[src/rtl/serv_bufreg_par_if.sv]
// ---------------------------------------------------------------------------
// serv_bufreg_par_if
// Groups the beat-level control, operand and result signals of the
// parametrised SERV buffer register so the block and its driver connect
// through a single port.
//
// Signals (B = bits per beat):
//   i_en        beat strobe
//   i_init      1 = address-compute pass, 0 = shift/loop pass
//   i_loop      with i_init=0, recirculate o_q instead of loading the sum
//   i_rs1       [B]  rs1 bits for this beat, LSB first
//   i_rs1_en    gate for i_rs1
//   i_imm       [B]  immediate bits for this beat, LSB first
//   i_imm_en    gate for i_imm
//   i_clr_lsb   clear imm bit 0 on beat 0 (JALR)
//   i_size      [2]  00 byte, 01 half, 10/11 word
//   o_lsb       [2]  address bits [1:0] captured during an INIT pass
//   o_dbus_adr  [32] word-aligned data bus address
//   o_q         [B]  serial output, low bits of the register
//   o_done      one-cycle pulse after the last beat of a pass
//   o_misalign  access misalignment, updated at the end of INIT passes
//
// Modports: master drives i_* and observes o_*; slave is the register.
// ---------------------------------------------------------------------------
interface serv_bufreg_par_if #(
    parameter int B = 1
);
    logic         i_en;
    logic         i_init;
    logic         i_loop;
    logic [B-1:0] i_rs1;
    logic         i_rs1_en;
    logic [B-1:0] i_imm;
    logic         i_imm_en;
    logic         i_clr_lsb;
    logic [1:0]   i_size;

    logic [1:0]   o_lsb;
    logic [31:0]  o_dbus_adr;
    logic [B-1:0] o_q;
    logic         o_done;
    logic         o_misalign;

    modport master (
        output i_en, i_init, i_loop, i_rs1, i_rs1_en, i_imm, i_imm_en,
               i_clr_lsb, i_size,
        input  o_lsb, o_dbus_adr, o_q, o_done, o_misalign
    );

    modport slave (
        input  i_en, i_init, i_loop, i_rs1, i_rs1_en, i_imm, i_imm_en,
               i_clr_lsb, i_size,
        output o_lsb, o_dbus_adr, o_q, o_done, o_misalign
    );
endinterface

[src/rtl/serv_bufreg_par.sv]
// ---------------------------------------------------------------------------
// serv_bufreg_par
// Buffer register for the bit-serial SERV datapath, processing B bits per
// beat (B = 1, 2, 4 or 8; 32/B beats per pass).
//   INIT pass : accumulates rs1 + imm serially into a 32-bit shift register,
//               giving the data bus address and its two LSBs.
//   LOOP pass : recirculates the register (shift ops) or reloads it.
// A beat counter marks the end of each pass with a one-cycle o_done pulse;
// a misalignment flag is derived from i_size and the captured LSBs.
//
// Ports:
//   i_clk  clock, all state changes on the rising edge
//   i_rst  synchronous active-high reset, overrides every other input
//   bus    serv_bufreg_par_if.slave (see interface for signal list)
//
// Beat handshake: there is no back-pressure. Each cycle with bus.i_en high
// is exactly one beat; the operands presented in that cycle are consumed at
// the rising edge. With i_en low nothing advances and the carry holds.
// ---------------------------------------------------------------------------
module serv_bufreg_par #(
    parameter int B = 1
) (
    input  logic                 i_clk,
    input  logic                 i_rst,
    serv_bufreg_par_if.slave     bus
);
    localparam int BEATS = 32 / B;
    localparam int CNT_W = $clog2(BEATS);
    localparam logic [CNT_W-1:0] LAST = CNT_W'(BEATS - 1);

    logic [31:0]      r_data;
    logic             r_carry;
    logic [CNT_W-1:0] r_cnt;
    logic [1:0]       r_lsb;
    logic             r_done;
    logic             r_misalign;

    logic             w_last;
    logic [B-1:0]     w_rs1_m;
    logic [B-1:0]     w_imm_m;
    logic [B-1:0]     w_s;
    logic             w_c;
    logic [B-1:0]     w_nxt;
    logic             w_lsb_we;
    logic [1:0]       w_lsb_nxt;
    logic             w_misalign_nxt;

    assign w_last = (r_cnt == LAST);

    // Operand gating; JALR clears only the immediate's bit 0, never rs1.
    always_comb begin
        w_imm_m = bus.i_imm;
        if ((r_cnt == '0) && bus.i_clr_lsb) begin
            w_imm_m[0] = 1'b0;
        end
        w_imm_m = w_imm_m & {B{bus.i_imm_en}};
        w_rs1_m = bus.i_rs1 & {B{bus.i_rs1_en}};
    end

    assign {w_c, w_s} = {1'b0, w_rs1_m} + {1'b0, w_imm_m} + {{B{1'b0}}, r_carry};

    assign w_nxt = (bus.i_loop && !bus.i_init) ? r_data[B-1:0] : w_s;

    // With one bit per beat the two address LSBs arrive on beats 0 and 1;
    // wider beats deliver both on beat 0.
    generate
        if (B == 1) begin : g_lsb_serial
            assign w_lsb_we  = (r_cnt == CNT_W'(0)) || (r_cnt == CNT_W'(1));
            assign w_lsb_nxt = (r_cnt == CNT_W'(0)) ? {r_lsb[1], w_s[0]}
                                                    : {w_s[0], r_lsb[0]};
        end else begin : g_lsb_parallel
            assign w_lsb_we  = (r_cnt == '0);
            assign w_lsb_nxt = w_s[1:0];
        end
    endgenerate

    // The LSBs are final long before the last beat, so r_lsb can be used
    // directly when the INIT pass closes.
    assign w_misalign_nxt = ((bus.i_size == 2'b01) && r_lsb[0]) ||
                            (bus.i_size[1] && (|r_lsb));

    always_ff @(posedge i_clk) begin
        if (i_rst) begin
            r_data     <= '0;
            r_carry    <= 1'b0;
            r_cnt      <= '0;
            r_lsb      <= '0;
            r_done     <= 1'b0;
            r_misalign <= 1'b0;
        end else begin
            r_done <= bus.i_en && w_last;
            if (bus.i_en) begin
                r_data  <= {w_nxt, r_data[31:B]};
                r_cnt   <= w_last ? '0 : r_cnt + CNT_W'(1);
                // Carry is dropped on the last beat so every pass starts clean.
                r_carry <= (bus.i_init && !w_last) ? w_c : 1'b0;
                if (bus.i_init && w_lsb_we) begin
                    r_lsb <= w_lsb_nxt;
                end
                if (bus.i_init && w_last) begin
                    r_misalign <= w_misalign_nxt;
                end
            end
        end
    end

    assign bus.o_lsb      = r_lsb;
    assign bus.o_dbus_adr = {r_data[31:2], 2'b00};
    assign bus.o_q        = r_data[B-1:0];
    assign bus.o_done     = r_done;
    assign bus.o_misalign = r_misalign;
endmodule

[src/flat_wrapper.sv]
// flat-port wrapper written by rule: the top's interface ports become plain ports
module serv_bufreg_par_flat 
#(
    parameter int B = 1
)
  (i_clk, i_rst, bus_i_en, bus_i_init, bus_i_loop, bus_i_rs1, bus_i_rs1_en, bus_i_imm, bus_i_imm_en, bus_i_clr_lsb, bus_i_size, bus_o_lsb, bus_o_dbus_adr, bus_o_q, bus_o_done, bus_o_misalign);
  serv_bufreg_par_if #(.B(B)) bus_i ();
  input  logic i_clk;
  input  logic i_rst;
  input wire logic [$bits(bus_i.i_en)-1:0] bus_i_en;
  input wire logic [$bits(bus_i.i_init)-1:0] bus_i_init;
  input wire logic [$bits(bus_i.i_loop)-1:0] bus_i_loop;
  input wire logic [$bits(bus_i.i_rs1)-1:0] bus_i_rs1;
  input wire logic [$bits(bus_i.i_rs1_en)-1:0] bus_i_rs1_en;
  input wire logic [$bits(bus_i.i_imm)-1:0] bus_i_imm;
  input wire logic [$bits(bus_i.i_imm_en)-1:0] bus_i_imm_en;
  input wire logic [$bits(bus_i.i_clr_lsb)-1:0] bus_i_clr_lsb;
  input wire logic [$bits(bus_i.i_size)-1:0] bus_i_size;
  output wire logic [$bits(bus_i.o_lsb)-1:0] bus_o_lsb;
  output wire logic [$bits(bus_i.o_dbus_adr)-1:0] bus_o_dbus_adr;
  output wire logic [$bits(bus_i.o_q)-1:0] bus_o_q;
  output wire logic [$bits(bus_i.o_done)-1:0] bus_o_done;
  output wire logic [$bits(bus_i.o_misalign)-1:0] bus_o_misalign;
  assign bus_i.i_en = bus_i_en;
  assign bus_i.i_init = bus_i_init;
  assign bus_i.i_loop = bus_i_loop;
  assign bus_i.i_rs1 = bus_i_rs1;
  assign bus_i.i_rs1_en = bus_i_rs1_en;
  assign bus_i.i_imm = bus_i_imm;
  assign bus_i.i_imm_en = bus_i_imm_en;
  assign bus_i.i_clr_lsb = bus_i_clr_lsb;
  assign bus_i.i_size = bus_i_size;
  assign bus_o_lsb = bus_i.o_lsb;
  assign bus_o_dbus_adr = bus_i.o_dbus_adr;
  assign bus_o_q = bus_i.o_q;
  assign bus_o_done = bus_i.o_done;
  assign bus_o_misalign = bus_i.o_misalign;
  serv_bufreg_par #(.B(B)) u_core (.i_clk(i_clk), .i_rst(i_rst), .bus(bus_i));
endmodule
[config.mk]
export PLATFORM = sky130hd
export DESIGN_NAME = serv_bufreg_par_flat
export DESIGN_NICKNAME = d
export VERILOG_FILES = /design/src/rtl/serv_bufreg_par_if.sv /design/src/rtl/serv_bufreg_par.sv /design/src/flat_wrapper.sv
export SDC_FILE = /design/constraint.sdc
export NUM_CORES = 1
export LEC_CHECK = 0
export ABC_AREA = 1
export ABC_CLOCK_PERIOD_IN_PS = 2350
export BUFFER_PORTS_ARGS = -buffer_cell sky130_fd_sc_hd__buf_2
export CORE_MARGIN = 2
export CORE_UTILIZATION = 35
export CTS_BUF_LIST = sky130_fd_sc_hd__clkbuf_8 sky130_fd_sc_hd__clkbuf_16
export DETAILED_ROUTE_END_ITERATION = 7
export SLEW_MARGIN = 20
export SYNTH_ARGS = -nofsm -noshare
export SYNTH_HDL_FRONTEND = slang
export SYNTH_SLANG_ARGS = --single-unit
[constraint.sdc]
create_clock -name i_clk -period 2.35 [get_ports i_clk]
set_clock_uncertainty 0.05 [all_clocks]
set_input_delay 0.1175 -clock i_clk [delete_from_list [all_inputs] [get_ports i_clk]]
set_output_delay 0.1175 -clock i_clk [all_outputs]
set_load 0.01 [all_outputs]
==> run summary <==
Counting stages on the worst path, the most repeated cell is sky130_fd_sc_hd__inv_1. The worst min-delay path endpoint is u_core.r_carry$_SDFFE_PP0P_. The global-route wire length before repair is 6180 µm. The critical path depth in cells is 10. The peak clock frequency supported by timing is 538 MHz. The HPWL after detailed placement is 2460 µm. In the final layout, the share of cells above drive strength 1 is 23.3%. Counting along the longest clock path gives a buffer depth of 2. The I/O pin count is 49. The detailed router's first-iteration violation count came out at 59. The relative slew slack came out at around three fifths.

The via density per instance came out at between 4 and 5. The fraction of power consumed by the clock network is 33.2%. The area of the die is 6140 µm².

The area taken by flip-flops and latches is about 840 µm². The logic gate share of total power is 12.5%. The number of antenna-violating nets in the routed design came out at 0.

The aggregate negative setup slack is 0 ns. From bottom edge to top edge, the die measures 78.4 µm. Leaving out fill and tap cells, the most frequent cell in the layout is sky130_fd_sc_hd__nor2_1.

The register-to-register setup slack is ~0.5 ns. The endpoint of the worst register-to-register path is u_core.r_data[31]$_SDFFE_PP0P_. The least setup slack across all paths after layout came out at 0.491 ns. Internal power comes to 1.05 mW. The routed wirelength normalized by instance count came out at 10.7 µm.

The buffer and inverter count on the worst path is 3. The count of unresolved DRC violations after routing is 0. Setup violations remaining at the end of the flow were counted as 0. The count of cells along the worst register-to-register path is 10. Counting instances, the worst hold path has a depth of 2. The shortest clock period the worst path allows after layout came out at 1.86 ns.

The required time of the worst setup path came out at 2.48 ns. The number of max-slew violations in the final report is 0. The number of distinct library cells after synthesis is 24. The area added between synthesis and finish is 6.59%.

The clock insertion delay at the later pin of the skew report came out at 0.29 ns. Each instance of the synthesized netlist takes up on average ~7.6 µm². The sequential area share after synthesis came out at 43.4%. The number of standard cells in the final layout excluding fillers is 342. After detailed placement, the total cell area comes to about 2000 µm². The tree is rooted in a sky130_fd_sc_hd__clkbuf_8.

The switching portion of total power is approximately a quarter. The area of all placed cells without fillers came out at between 2000 and 2500 µm². Leaving out fill and tap cells, the most frequent cells in the layout are 70 x sky130_fd_sc_hd__nor2_1, 46 x sky130_fd_sc_hd__buf_2, 42 x sky130_fd_sc_hd__dfxtp_1, 33 x sky130_fd_sc_hd__o21ai_0, 20 x sky130_fd_sc_hd__nand2_1. The placed instance count is around 330. Sequential cells burn 54.3% of the power. The filler cell count came out at around 590. The leakage power of the design is roughly 1.0 nW. Input and output buffers added on the ports amount to 46. The detailed-route via count is between 1.5k and 2k. The number of cells upsized or downsized after cts came out at 0. The pin slew with the least headroom to its limit is 0.625 ns. The switching power came out at 380 µW. The total grt overflow is 0. The clock sink count came out at 42. The number of nets at the end of the flow came out at 286.

The register bit count reported by yosys came out at 42. The fraction of the cycle the final worst path needs is 79.1%. Synthesis produced a netlist whose cell count is 255. The count of H-tree levels built during CTS is 2.

The critical path goes through inv_1, ha_1, inv_1, nor2_1, a41oi_1, fa_1, inv_1, nand2_1, nand3_1, a21oi_1. Entering global routing, the biggest net connects 38 pins. Setup repair after global routing left no endpoint under its margin. The horizontal die dimension is roughly 78 µm. The worst slack on hold paths came out at about 0.037 ns. The number of post-CTS setup repair buffers is 0.

The delay of the slowest critical-path stage came out at 0.44 ns. The number of iterations in the first detailed-routing pass is 5. The worst setup path is launched from a flip-flop. In this design, the largest share of critical-path delay is due to adder cells.

STA classifies the critical path endpoint as a flip-flop. The worst hold path belongs to the class in -> reg. The total clock buffers created by CTS is 5.

TritonCTS built the clock tree. The final count of hold timing violations is 0. The final total power came out at 1.43 mW. The final standard cell utilization of the core is 38.0%.

The routed wire length came out at 3650 µm. The kind of critical path is reg -> reg. The worst flop-to-flop path startpoint is u_core.r_cnt[0]$_SDFFE_PP0P_. Hold repair after CTS inserted 0 buffers. The repair_antennas step left the layout with diodes totalling 0.

The run finished with clean final reports. The core region is around 5400 µm². After floorplanning, the core was divided into 27 placement rows. Summing all multi-input logic gate instances after layout gives ~730 µm².

The congestion estimate from routability-driven global placement came to between 0.7 and 0.8. In this run the worst path has a maximum fanout of 4. The combined area of all synthesized cells is 1940 µm². The power per cell area is 695 nW/µm². Global routing used 12.6% of the available tracks. The initial cell density of the core is 35.6%. The via count of the first global-routing pass came out at about 1.4k.

The initial antenna violation count came out at 0. The worst supply voltage drop on vdd is 0.189 mV. For this design, the slowest cell found on the critical path is sky130_fd_sc_hd__fa_1. The pre-CTS setup slack is roughly 0.50 ns. The arrival time of data at the critical path endpoint came out at roughly 2 ns.

The startpoint identified for the worst hold timing path is i_rst. After clock tree synthesis, the clock-pin slew on the worst setup and hold paths is 0.08 ns. The count of max-cap constraint violations came out at 0.

The yosys synthesis warning count came out at 0.
## how the worst max path moves through the flow
stage                                     end  slack (ns)                    startpoint
4_1_cts        u_core.r_data[31]$_SDFFE_PP0P_        0.50  u_core.r_cnt[0]$_SDFFE_PP0P_
3_3_place_gp   u_core.r_data[31]$_SDFFE_PP0P_        0.54  u_core.r_cnt[0]$_SDFFE_PP0P_
3_5_place_dp   u_core.r_data[31]$_SDFFE_PP0P_        0.50  u_core.r_cnt[0]$_SDFFE_PP0P_
5_1_grt        u_core.r_data[31]$_SDFFE_PP0P_        0.26  u_core.r_cnt[1]$_SDFFE_PP0P_
2_1_floorplan  u_core.r_data[31]$_SDFFE_PP0P_        0.61  u_core.r_cnt[0]$_SDFFE_PP0P_
6_report       u_core.r_data[31]$_SDFFE_PP0P_        0.49  u_core.r_cnt[0]$_SDFFE_PP0P_
## cell families (layout without fill, tap and decap cells)
group | count (synthesis) | in the layout | synth area share (%)
buffers and inverters | 59 | 73 | 18.9
other | 1 | 2 | 0.194
AOI/OAI and AO/OA | 43 | 43 | 11.5
DFF | 42 | 42 | 43.4
adders and majority gates | 5 | 5 | 3.62
and+or+nand+nor | 105 | 105 | 22.4
## registers in the layout (all words and copies together), names as in the netlist
signal and cells:
u_core.r_data 32, u_core.r_cnt 5, u_core.bus.o_lsb 2, u_core.bus.o_done 1, u_core.bus.o_misalign 1, u_core.r_carry 1
## area by class of cell
class                           instances  share of cell area, %
Inverter                               17                   3.09
Multi-Input combinational cell        155                   35.5
Sequential cell                        42                   40.7
Clock buffer                            6                   4.00
Timing Repair Buffer                   48                   11.9
Tap cell                               72                   4.36
Clock inverter                          2                  0.424
## worst register-to-register path, stage by stage (launching register included)
cell and delay, ns:
sky130_fd_sc_hd__dfxtp_1 0.40, sky130_fd_sc_hd__inv_1 0.08, sky130_fd_sc_hd__ha_1 0.19, sky130_fd_sc_hd__inv_1 0.06, sky130_fd_sc_hd__nor2_1 0.06, sky130_fd_sc_hd__a41oi_1 0.18, sky130_fd_sc_hd__fa_1 0.44, sky130_fd_sc_hd__inv_1 0.10
sky130_fd_sc_hd__nand2_1 0.06, sky130_fd_sc_hd__nand3_1 0.07, sky130_fd_sc_hd__a21oi_1 0.06
## cell usage after synthesis
cell type,count,area share [%]
sky130_fd_sc_hd__o21ai_0,33,8.5
sky130_fd_sc_hd__nor2_1,70,14
sky130_fd_sc_hd__nand3b_1,1,0.39
sky130_fd_sc_hd__nor3_1,2,0.52
sky130_fd_sc_hd__nand2_1,20,3.9
sky130_fd_sc_hd__buf_4,32,12
sky130_fd_sc_hd__clkbuf_2,3,0.77
sky130_fd_sc_hd__nand2_2,2,0.65
sky130_fd_sc_hd__buf_6,2,1.2
sky130_fd_sc_hd__inv_2,1,0.19
sky130_fd_sc_hd__nand4_2,1,0.65
sky130_fd_sc_hd__fa_1,1,1.0
sky130_fd_sc_hd__nor3_2,1,0.52
sky130_fd_sc_hd__inv_1,16,3.1
sky130_fd_sc_hd__a21oi_2,1,0.45
sky130_fd_sc_hd__buf_2,5,1.3
sky130_fd_sc_hd__nand3_1,6,1.6
sky130_fd_sc_hd__a41oi_1,1,0.45
sky130_fd_sc_hd__dfxtp_1,42,43
sky130_fd_sc_hd__or2_2,1,0.32
sky130_fd_sc_hd__nor2_2,1,0.32
sky130_fd_sc_hd__conb_1,1,0.19
sky130_fd_sc_hd__a21oi_1,8,2.1
sky130_fd_sc_hd__ha_1,4,2.6
## routing by layer
metal  global-route usage [%]  part of all wire (%)  vias to the layer above
li1                         -                     -                      792
met1                     16.2                    49                      677
met2                     20.3                    43                       43
met3                     4.02                   6.3                        5
met4                     3.68                   1.0                        0
met5                        0                     0                        -
## power groups by stage
stage | logic [mW] | clock network, mW | registers, mW
2_1_floorplan | 0.165 | 0 | 0.791
3_3_place_gp | 0.180 | 0 | 0.796
3_5_place_dp | 0.181 | 0 | 0.797
4_1_cts | 0.182 | 0.503 | 0.780
5_1_grt | 0.206 | 0.533 | 0.786
6_report | 0.179 | 0.476 | 0.779
No activity file was read; power rests on OpenSTA's default activity.
